`src/rtl/intack_pkg.sv`:
```
// Shared definitions for the interrupt-acknowledge decoder: FSM encoding and
// the saturating protocol-error counter.
package intack_pkg;

  typedef enum logic [1:0] {
    StIdle    = 2'd0,
    StAck     = 2'd1,
    StService = 2'd2
  } state_e;

  localparam int unsigned ErrWidth = 4;

  function automatic logic [ErrWidth-1:0] err_sat_inc(input logic [ErrWidth-1:0] v);
    return (&v) ? v : v + ErrWidth'(1);
  endfunction

endpackage

```
`src/rtl/dec3to8.sv`:
```
// 3-to-8 one-hot decoder with enable; output is all-zero when disabled.
module dec3to8 (
  input  logic [2:0] idx_i,
  input  logic       en_i,
  output logic [7:0] onehot_o
);

  always_comb begin
    onehot_o = 8'h00;
    if (en_i) onehot_o = 8'h01 << idx_i;
  end

endmodule

```
`src/rtl/intack_dec8.sv`:
```
// Interrupt acknowledge sequencer: captures a priority-encoded request, holds a
// one-hot acknowledge for ACK_CYCLES cycles, then marks it in service until done.
module intack_dec8
  import intack_pkg::*;
#(
  parameter int unsigned ACK_CYCLES = 2
) (
  input  logic                clk,
  input  logic                clrn,
  input  logic                ena,
  input  logic [2:0]          n,
  input  logic                g,
  input  logic                done,
  output logic [7:0]          ack,
  output logic [7:0]          isr,
  output logic [2:0]          vec,
  output logic                busy,
  output logic [ErrWidth-1:0] err
);

  localparam logic [3:0] AckLoad = 4'(ACK_CYCLES - 1);

  state_e              state_q, state_d;
  logic [3:0]          cnt_q, cnt_d;
  logic [2:0]          vec_q, vec_d;
  logic [ErrWidth-1:0] err_q, err_d;
  logic [7:0]          onehot;

  always_ff @(posedge clk or negedge clrn) begin
    if (!clrn) begin
      state_q <= StIdle;
      cnt_q   <= 4'd0;
      vec_q   <= 3'd0;
      err_q   <= '0;
    end else begin
      state_q <= state_d;
      cnt_q   <= cnt_d;
      vec_q   <= vec_d;
      err_q   <= err_d;
    end
  end

  always_comb begin
    state_d = state_q;
    cnt_d   = cnt_q;
    vec_d   = vec_q;
    err_d   = err_q;
    unique case (state_q)
      StIdle: begin
        if (done) err_d = err_sat_inc(err_q);
        if (ena && g) begin
          vec_d   = n;
          cnt_d   = AckLoad;
          state_d = StAck;
        end
      end
      StAck: begin
        if (done) err_d = err_sat_inc(err_q);
        if (cnt_q == 4'd0) begin
          state_d = StService;
        end else begin
          cnt_d = cnt_q - 4'd1;
        end
      end
      StService: begin
        // Requests arriving with done are dropped; the next edge sees IDLE.
        if (done) state_d = StIdle;
      end
      default: state_d = StIdle;
    endcase
  end

  assign busy = (state_q != StIdle);

  dec3to8 u_dec (
    .idx_i    (vec_q),
    .en_i     (busy),
    .onehot_o (onehot)
  );

  assign isr = onehot;
  assign ack = (state_q == StAck) ? onehot : 8'h00;
  assign vec = vec_q;
  assign err = err_q;

endmodule
```
`config.mk`:
```
export PLATFORM = sky130hd
export DESIGN_NAME = intack_dec8
export DESIGN_NICKNAME = d
export VERILOG_FILES = /design/src/rtl/intack_pkg.sv /design/src/rtl/dec3to8.sv /design/src/rtl/intack_dec8.sv
export SDC_FILE = /design/constraint.sdc
export NUM_CORES = 1
export LEC_CHECK = 0
export BUFFER_PORTS_ARGS = -buffer_cell sky130_fd_sc_hd__buf_4
export CAP_MARGIN = 20
export CORE_UTILIZATION = 50
export CTS_CLUSTER_SIZE = 12
export DETAILED_ROUTE_END_ITERATION = 10
export PLACE_DENSITY = 0.82
export SYNTH_ARGS = -nofsm -noshare
export SYNTH_HDL_FRONTEND = slang
export SYNTH_SLANG_ARGS = --single-unit
```
`constraint.sdc`:
```
create_clock -name clk -period 2.15 [get_ports clk]
set_input_delay 0 -clock clk [delete_from_list [all_inputs] [get_ports clk]]
set_output_delay 0 -clock clk [all_outputs]
set_load 0.01 [all_outputs]
```
Word-level counts from Yosys, hierarchy flattened. Cells that the tools add are included.

Add/subtract/negate cells: 2. Equality and inequality tests: 6. Shift operators: 1. Muxes and demuxes: 9. Bitwise gates (word level): 1. Reduce and logical (&&, ||, !) cells: 11.

Operator list (number): $mux W8 (2); $reduce_and A3 Y1 (3); $mux W4 (2); $ne A2 B2 Y1 const B (4); $pmux W4 S2 (1); $shl A1 B3 Y8 const A (1); $mux W2 (3); $pmux W2 S3 (1); $add A4 B1 Y4 const B (1); $logic_not A4 Y1 (1); $reduce_and A4 Y1 (1); $reduce_bool A2 Y1 (2); $sub A4 B1 Y4 const B (1); $eq A2 B1 Y1 const B (1); $eq A2 B2 Y1 const B (1); $logic_not A2 Y1 (1); $reduce_and A2 Y1 (1); $reduce_or A2 Y1 (1); $logic_and A1 B1 Y1 (1); $not A1 Y1 (1).

Register bits: 13. Logic and storage cells: 34.

Logic depth before layout (Yosys ltp).
Word-level depth: 3. Gate-level depth with buffers: 5. Mapped depth without buffers: 5.

By module. From an unflattened synthesis, not the netlist that was laid out.

Cells, all modules: 75. Area total of the unflattened synthesis: 800.8 µm².

By module, submodules not included: intack_dec8 (times used 1, cells each 67, area an instance 705.7 µm², seq. area each 325.3 µm²); dec3to8 (times used 1, cells each 8, area an instance 95.1 µm², seq. area each 0.0 µm²).

Least setup slack after synthesis. OpenSTA, ideal clock, no wires.

Path kind: flip-flop to flip-flop. Start point: register cnt_q[0]. End point: register cnt_q[1]. Arrival time: 1.292 ns. Required time: 2.030 ns. Setup slack: 0.738 ns. Cell stages (with the launch flop): 6. Buffers on the path: 0. Cell sequence: dfrtp_1 -> inv_1 -> ha_1 -> or3b_1 -> nor3b_1 -> a31o_1.

Word-level cells in the longest chain between the ends: 3. Elaborated cells between the ends (all ways): 6. Those cells by class: add/sub (1); eq/ne (1); mux (2); reduce/logical (2).

Ends and longest elaborated chain: start, declared (RTL line intack_dec8.sv:24) `logic [3:0] cnt_q, cnt_d;`; start signal, assigned (RTL line intack_dec8.sv:37) `cnt_q <= cnt_d;`; $sub A4 B1 Y4 / $logic_not A4 Y1 (equally long branches) (RTL line intack_dec8.sv:62, intack_dec8.sv:59); $mux W4 / $ne A2 B2 Y1 (equally long branches); $pmux W4 S2 / $reduce_and A3 Y1 (equally long branches).

Several ways; a longest one is shown, not always the timed one. The select of a mux whose other input is x is not followed. A chain may end at the register's enable or synchronous reset.

Worst setup path in the final report. Ends and elaborated chain as after synthesis.

==> metrics <==
register bit total from synthesis 13; clk slew on worst S/H paths 0.09 ns; hold depth 3; # IOs 32; Finished Core Util 74.20%; GR peak layer met2; pin count of the biggest net entering global routing 14; Leakage 0.5240 nW; status completed; met3 GRT Util 5.652%; antenna violations before repair 0; Worst R2R Path Depth 5; cells after synthesis 82; vias 729; dominant cells by area after synthesis dfrtp_1, nor3_1, mux2_4, ha_1, nand2_1; full die area 1752 um2; dpl hpwl 1249 um; Via density 5.400; Distinct cells, synth 33; PortBufs 31; r2r endpoint cnt_q[1]; GPL Wtd Cong 0.8193; yosys warns 0; M1 GR Usage 24.15%; WL final 1702 um; Reg-to-Reg Start cnt_q[0]; average cell area after synthesis 9.689 um2; Seq/Total Area, Yosys 40.94%; Synth area leader dfrtp_1; Clock Tree Buf Depth 2; Setup crit start kind flip-flop; Congestion Overflow GR 0; Clock Latency Late Sink 0.29 ns; Post-synth ARST share 100.0%; synth-to-layout area growth 39.06%; vias in the first global route 634; # rows 14; CP arrival 1.69 ns; CTS root buf clkbuf_4; Final Hold Vio Count 0; hold crit path type in2reg; GRT Overall Usage 20.24%; 1st-iter DRT viols 13; actual slew at the worst max-slew pin 0.3759 ns; Syn Nets 93; Setup Buffers After CTS 0; Clock Skew 0.01049 ns; max-cap viol count 0; DRC violation count after routing 0; WS Path Type reg2reg; reg2reg setup slack 0.63 ns; unrepaired setup endpoints after global routing no; most frequent cells in the layout buf_4, dfrtp_1, nor3_1; Finish-stage setup viols 0; NumNets Final 131; H-Tree Depth 1; cts repair resizes 0; setup TNS after final layout 0 ns; Fillers 108; router iterations before antenna repair 7; maximum VDD drop 0.8189 mV; starting density of the core 53.36%; CP Data Required Time 2.32 ns; EDFF count, synth 0; Most used DFF post-synth dfrtp_1; CTS buffer count 3; Core Box Area 1489 um2; clock tree from TritonCTS done; Power per Cell Area 1455 nW/um2; die height 41.86 um; global-route wire length before repair 2753 um; period utilization 70.63%; Tmin final 1.519 ns; hold_buf cts 4; die width 41.86 um; Cell Area, Synth 794.5 um2; share of the synthesized area in the top cell type 40.94%; max-slew violations 0; Hold WS 0.007563 ns; grt met2 use 35.31%; Max-slew headroom 74.94%; commonest non-fill, non-tap cell in the layout buf_4; share of cells above drive strength 1 37.82%; CP Max Fanout 4; antenna cells 0; hold path endpoint state_q[1]; Wirelength per Cell 12.61 um; Critical Path End Type flip-flop; clock sinks 13; Detail Route Antenna Nets 0; Max Freq 658.5 MHz; hold path startpoint done
==> worst max-delay path: stages, from the launching register on <==
cell     delay [ns]
dfrtp_1        0.42
inv_1          0.09
ha_1           0.18
or3b_1         0.39
nor3b_1        0.16
a31o_1         0.18
==> cell families (layout without fill, tap and decap cells) <==
| group | after synthesis | after routing | synth area share [%] |
|---|---|---|---|
| AND/OR/NAND/NOR | 42 | 42 | 31.50 |
| flip-flops | 13 | 13 | 40.94 |
| AO/OA/AOI/OAI | 12 | 12 | 9.450 |
| multiplexers | 6 | 6 | 9.763 |
| buffers and inverters | 5 | 42 | 2.519 |
| adder cells (fa/ha/maj) | 3 | 3 | 4.725 |
| XOR/XNOR | 1 | 1 | 1.103 |
==> how the worst max path moves through the flow <==
stage | cells after the start | endpoint | startpoint | slack (ns)
floorplan | 5 | cnt_q[1] | cnt_q[0] | 0.74
global placement | 5 | cnt_q[1] | cnt_q[0] | 0.70
detailed placement | 5 | cnt_q[1] | cnt_q[0] | 0.65
CTS | 5 | cnt_q[1] | cnt_q[0] | 0.64
global route | 4 | ack[1] | state_q[1] | 0.57
finish | 5 | cnt_q[1] | cnt_q[0] | 0.63
==> cell usage after synthesis (all sizes together) (2+ instances only) <==
cell type   n
a21oi       2
a31oi       2
dfrtp      13
ha          3
inv         3
mux2        5
nand2       7
nand2b      5
nand3       3
nor2        8
nor2b       3
nor3        9
nor4        2
o21ai       3
==> per-layer routing <==
| metal | vias to the layer above | share of wire [%] |
|---|---|---|
| met5 | - | 0 |
| met4 | 0 | 0.82 |
| met3 | 2 | 9.3 |
| met2 | 38 | 45 |
| met1 | 321 | 45 |
| li1 | 368 | - |
==> power by group <==
group / switching, mW / internal [mW] / total, mW
combinational: 0.427 / 0.470 / 0.897
clock: 0.0845 / 0.0721 / 0.157
sequential: 0.194 / 0.360 / 0.554
total: 0.705 / 0.902 / 1.61
==> through the flow <==
step / setup slack [ns] / total power [mW] / area, um2 / cells
floorplan: 0.7379 / 1.108 / 794.5 / 82
global placement: 0.6959 / 1.426 / 1039 / 127
detailed placement: 0.6512 / 1.452 / 1039 / 127
CTS: 0.6359 / 1.606 / 1105 / 135
global route: 0.5659 / 1.734 / 1105 / 135
finish: 0.6314 / 1.608 / 1105 / 135
==> area by class of cell <==
| class | instances | area, um2 | area share, % |
|---|---|---|---|
| clock buffers | 4 | 26.28 | 2.378 |
| inverters | 3 | 11.26 | 1.019 |
| multi-input cells | 64 | 449.2 | 40.66 |
| flip-flops and latches | 13 | 325.3 | 29.45 |
| well taps | 16 | 20.02 | 1.812 |
| repair buffers | 35 | 272.8 | 24.69 |
==> state kept, by name (all words and copies together), names as in the netlist <==
name     flops
state_q      2
err          4
cnt_q        4
vec          3
Power figures use the tool's default switching activity.
